File: src/rtl/block_reorder_buffer.sv
// Multi-bank NxN block buffer; each stored block is read back either as stored or transposed.
// Optional build macro BLOCK_REORDER_CHECK_EN adds a sticky sob/eob protocol error output.
module block_reorder_buffer #(
    parameter int W_IO  = 16,
    parameter int N     = 8,
    parameter int DEPTH = 2
) (
    input  logic              clk,
    input  logic              rst,
    input  logic              en,
    input  logic              in_valid,
    output logic              in_ready,
    input  logic [N*W_IO-1:0] in_data,
    input  logic              in_sob,
    input  logic              in_eob,
    input  logic              in_sof,
    input  logic              in_trps,
    output logic              out_valid,
    input  logic              out_ready,
    output logic [N*W_IO-1:0] out_data,
    output logic              out_sob,
    output logic              out_eob,
    output logic              out_sof
`ifdef BLOCK_REORDER_CHECK_EN
    ,
    output logic              err
`endif
);

    localparam int RW = $clog2(N);
    localparam int PW = $clog2(DEPTH);
    localparam logic [RW-1:0] ROW_LAST = RW'(N - 1);
    localparam logic [PW-1:0] PTR_LAST = PW'(DEPTH - 1);

    logic [N*W_IO-1:0] mem [DEPTH][N];
    logic [DEPTH-1:0]  full;
    logic [DEPTH-1:0]  trps_f;
    logic [DEPTH-1:0]  sof_f;
    logic [PW-1:0]     wr_ptr;
    logic [PW-1:0]     rd_ptr;
    logic [RW-1:0]     wr_row;
    logic [RW-1:0]     rd_row;
    logic              in_hs;
    logic              out_hs;
    logic [N*W_IO-1:0] row_raw;
    logic [N*W_IO-1:0] row_t;

    function automatic logic [PW-1:0] next_ptr(input logic [PW-1:0] p);
        return (p == PTR_LAST) ? '0 : p + 1'b1;
    endfunction

    // A bank stays full from its last written row until its last row is read.
    assign in_ready  = en & ~rst & ~full[wr_ptr];
    assign out_valid = en & ~rst & full[rd_ptr];
    assign in_hs     = in_valid & in_ready;
    assign out_hs    = out_valid & out_ready;

    always_ff @(posedge clk or posedge rst) begin
        if (rst) begin
            full   <= '0;
            trps_f <= '0;
            sof_f  <= '0;
            wr_ptr <= '0;
            rd_ptr <= '0;
            wr_row <= '0;
            rd_row <= '0;
        end else if (en) begin
            if (in_hs) begin
                if (wr_row == '0) begin
                    trps_f[wr_ptr] <= in_trps;
                    sof_f[wr_ptr]  <= in_sof;
                end
                if (wr_row == ROW_LAST) begin
                    wr_row       <= '0;
                    full[wr_ptr] <= 1'b1;
                    wr_ptr       <= next_ptr(wr_ptr);
                end else begin
                    wr_row <= wr_row + 1'b1;
                end
            end
            if (out_hs) begin
                if (rd_row == ROW_LAST) begin
                    rd_row       <= '0;
                    full[rd_ptr] <= 1'b0;
                    rd_ptr       <= next_ptr(rd_ptr);
                end else begin
                    rd_row <= rd_row + 1'b1;
                end
            end
        end
    end

    always_ff @(posedge clk) begin
        if (in_hs) begin
            mem[wr_ptr][wr_row] <= in_data;
        end
    end

    // Transposed row r gathers element r from every stored row of the bank.
    always_comb begin
        row_raw = mem[rd_ptr][rd_row];
        row_t   = '0;
        for (int c = 0; c < N; c++) begin
            row_t[c*W_IO +: W_IO] = mem[rd_ptr][RW'(c)][int'(rd_row)*W_IO +: W_IO];
        end
        out_data = '0;
        if (out_valid) begin
            out_data = trps_f[rd_ptr] ? row_t : row_raw;
        end
    end

    assign out_sob = out_valid & (rd_row == '0);
    assign out_eob = out_valid & (rd_row == ROW_LAST);
    assign out_sof = out_sob & sof_f[rd_ptr];

`ifdef BLOCK_REORDER_CHECK_EN
    always_ff @(posedge clk or posedge rst) begin
        if (rst) begin
            err <= 1'b0;
        end else if (in_hs && ((in_sob != (wr_row == '0)) || (in_eob != (wr_row == ROW_LAST)))) begin
            err <= 1'b1;
        end
    end
`else
    logic unused_markers;
    assign unused_markers = in_sob ^ in_eob;
`endif

endmodule

File: config.mk
export PLATFORM = sky130hd
export DESIGN_NAME = block_reorder_buffer
export DESIGN_NICKNAME = d
export VERILOG_FILES = /design/src/rtl/block_reorder_buffer.sv
export SDC_FILE = /design/constraint.sdc
export NUM_CORES = 2
export LEC_CHECK = 0
export ABC_AREA = 0
export BUFFER_PORTS_ARGS = -buffer_cell sky130_fd_sc_hd__buf_2
export CORE_MARGIN = 1.5
export CORE_UTILIZATION = 35
export DETAILED_ROUTE_END_ITERATION = 16
export SYNTH_ARGS = -nofsm -noshare
export SYNTH_HDL_FRONTEND = slang
export SYNTH_SLANG_ARGS = --single-unit
File: constraint.sdc
create_clock -name clk -period 14.96 [get_ports clk]
set_input_delay 1.496 -clock clk [delete_from_list [all_inputs] [get_ports clk]]
set_output_delay 1.496 -clock clk [all_outputs]
set_load 0.03 [all_outputs]
==> metrics.csv <==
metric;value;unit
outcome;finished, final reports clean;
cp-end-kind;primary output;
pin_count;270;
synth.net_count;4142;
first_pass_iters;5;
routed_wirelength;244300;µm
multi_input_area;23110;µm²
clock_path_buffers;3;
core-area;243900;µm²
cp.required;13.46;ns
relSlewSlack;24.33;%
insertion_delay;0.85;ns
ys_seq_area_share;71.78;%
drt_iter0_markers;5028;
postSynthAreaPerCell;21.55;µm²
vias_per_cell;5.610;
grt_max_degree;121;
tns;0;ns
muxShareOfSynthArea;22.20;%
synth.distinct_cells;47;
cp_num_buf_inv;5;
area_growth;13.54;%
crit_fanout;45;
regArea;61860;µm²
clock_sinks;2062;
ys_seq_elements;2062;
fin_crit;7.861;ns
cp_top_family;buffers and inverters;
max_stage_delay;0.86;ns
rsz0062_at_grt;no;
critPathKind;reg -> out;
drive_above_1_share;31.84;%
synth-edff-count;2048;
initial_utilization;35.33;%
finalHoldViolCount;0;
gp_congestion;0.8060;
grt-ovfl-total;0;
ctsRootBufferMaster;clkbuf_16;
cts_htree_levels;4;
numPortBuffers;267;
tightest_slew;1.132;ns
postSynthCellCount;3999;
synth-compound-area-share;1.626;%
synthAdderAreaFrac;0.08712;%
row_count;181;
drv_cap;0;
cts_setup_buffers;0;
route.detailed.drc;0;
via_count;43320;
fillCellCount;21340;
finalSetupViolCount;0;
grt_pass1_vias;43190;
die_area;249200;µm²
yosysWarnings;0;
yosys.area_share.simple;2.754;%
die_y;499.2;µm
dieWidth;499.2;µm
vdd_drop_max;0.1384;mV
drtAntennaViolNets;0;
wl_per_cell;31.63;µm
clk_pin_slew_worst_paths;0.06;ns
dpl.hpwl;151100;µm
skew;0.04620;ns
async_reset_ff_share;0.6790;%
hp-class;reg -> reg;
synth_xor_area_share;0;%
cp.arrival;6.37;ns
cts-resized-gates;0;
slowest_stage;dfrtp_4;
synth_area;86170;µm²
synth_ff_type;edfxtp_1;
crit_top_cell;buf_4;
grt.total_usage;19.43;%
start_kind;register;
layout_worst_path_cycle_share;52.55;%
synth_top_family_by_area;multiplexers;
p_per_area;145.3;nW/µm²
postCtsHoldBufs;0;
antenna_found_initial;87;
path_cells;buf_4, buf_4, buf_4, buf_4, mux4_2, mux2i_1, o22ai_1, or2_1, buf_2;
fmax;127.2;MHz
nets;4465;
power.leakage;30.61;nW
holdWs;0.5131;ns
finalMaxSlewViolations;0;
cts_tree;done;
grt_pass1_wl;343000;µm
numCtsBuffers;207;
-- worst register-to-register path: cells and delay by family (launching register included) --
| kind | cells | cell delay (ns) |
|---|---|---|
| simple gates | 3 | 1.49 |
| flops | 1 | 0.43 |
| buf+inv | 2 | 1.70 |
-- synth_stat cells, types with 5 or more instances --
cell | number | share of area (%)
a21oi_1 | 9 | 0.052
a22oi_1 | 6 | 0.052
a31oi_1 | 6 | 0.044
and2_1 | 69 | 0.50
and3_1 | 53 | 0.38
buf_1 | 22 | 0.096
buf_2 | 55 | 0.32
buf_4 | 46 | 0.40
buf_6 | 14 | 0.18
clkbuf_1 | 121 | 0.53
dfrtp_1 | 14 | 0.41
edfxtp_1 | 2048 | 71
ha_1 | 6 | 0.087
inv_1 | 5 | 0.022
mux2_1 | 12 | 0.16
mux2_2 | 15 | 0.20
mux2i_1 | 209 | 2.4
mux4_2 | 743 | 19
nand2_1 | 150 | 0.65
nand2b_1 | 35 | 0.25
nor2_1 | 102 | 0.44
nor2b_1 | 14 | 0.10
nor3_1 | 6 | 0.035
o2111ai_1 | 5 | 0.051
o211ai_1 | 32 | 0.28
o21ai_0 | 51 | 0.30
o21ai_1 | 6 | 0.035
o22ai_1 | 53 | 0.38
o32ai_1 | 28 | 0.28
or2_1 | 25 | 0.18
or3_1 | 7 | 0.051
-- stage by stage --
step | power (mW) | std cells | worst slack (ns) | utilization (%) | area [µm²]
final | 14.22 | 7722 | 7.099 | 40.11 | 97840
after global routing | 14.66 | 7704 | 6.620 | 40.09 | 97790
after CTS | 14.34 | 7700 | 6.870 | 40.09 | 97780
after detailed placement | 9.335 | 7315 | 7.826 | 37.41 | 91240
after global placement | 9.318 | 7315 | 7.816 | 37.41 | 91240
after floorplan | 8.318 | 3999 | 3.209 | - | 86170
-- metal layers --
layer  track usage (%)  up-vias  wire, µm  part of all wire [%]
met5                 0        -       278                  0.11
li1                  -    17730         -                     -
met3             3.997      365     18630                   7.6
met1             26.93    23400    101700                    42
met4             6.566       46      8232                   3.4
met2             30.54     1784    115400                    47
-- sequential cells by signal (all words and copies together), names as in the netlist --
| register | flops |
|---|---|
| full | 2 |
| mem | 2048 |
| trps_f | 2 |
| rd_ptr | 1 |
| wr_ptr | 1 |
| rd_row | 3 |
| wr_row | 3 |
| sof_f | 2 |
-- final timing paths --
| kind | start | to | slack [ns] | depth (start not counted) |
|---|---|---|---|---|
| max in group asynchronous | rst | rd_row[0]$_DFFE_PP0P_ | 13.83 | 2 |
| worst min register to register | sof_f[1]$_DFFE_PP0P_ | sof_f[1]$_DFFE_PP0P_ | 0.51 | 1 |
| worst max register to register | full[0]$_DFFE_PP0P_ | mem[0][161]$_DFFE_PP_ | 10.89 | 5 |
| worst max-delay path | rd_ptr$_DFFE_PP0P_ | out_data[42] | 7.10 | 9 |
| worst min-delay path | sof_f[1]$_DFFE_PP0P_ | sof_f[1]$_DFFE_PP0P_ | 0.51 | 1 |
| min in group asynchronous | rst | trps_f[0]$_DFFE_PP0P_ | 0.71 | 2 |
-- layout by cell type (no fill, tap or decap), types with 5 or more instances in the layout --
cell       count
nor2b_1       13
buf_4         98
or3_1          7
o32ai_1       27
clkinv_8       5
clkinv_1      53
clkbuf_1      60
diode_2       22
clkbuf_16    207
mux2_1        12
nor2_4        12
bufinv_16     15
o21ai_0       51
nand2b_1      35
nor2_1        89
a22oi_1        6
clkinv_2      28
nand2_1      150
o2111ai_1      5
a21oi_1        9
buf_2        267
or2_1         25
ha_1           6
and2_1        69
and3_1        53
mux2i_1      208
inv_6          6
o22ai_1       53
o21ai_1        6
mux4_2       743
dfrtp_1       10
buf_12         7
edfxtp_1    2048
mux2_2        15
o211ai_1      32
a31oi_1        6
-- cell type report --
type / count / area share, %
antenna: 22 / 0.05627
clock buffer: 270 / 5.567
clock inverter: 115 / 1.123
inverter: 7 / 0.04476
multi-input combinational: 1672 / 23.62
sequential: 2062 / 63.23
tap: 3202 / 4.095
timing repair buffer: 372 / 2.261
-- cell families after synthesis --
kind of cell,Yosys count
AO/OA/AOI/OAI,211
adder cells (fa/ha/maj),6
buffers and inverters,265
flip-flops,2062
multiplexers,979
AND/OR/NAND/NOR,476
-- where the power goes --
group	internal, mW	switching [mW]	leakage, nW
registers	6.50	0.0875	18.6
clock network	2.83	2.20	3.18
logic	0.998	1.61	8.84
total	10.3	3.89	30.6
Power figures use the tool's default switching activity.
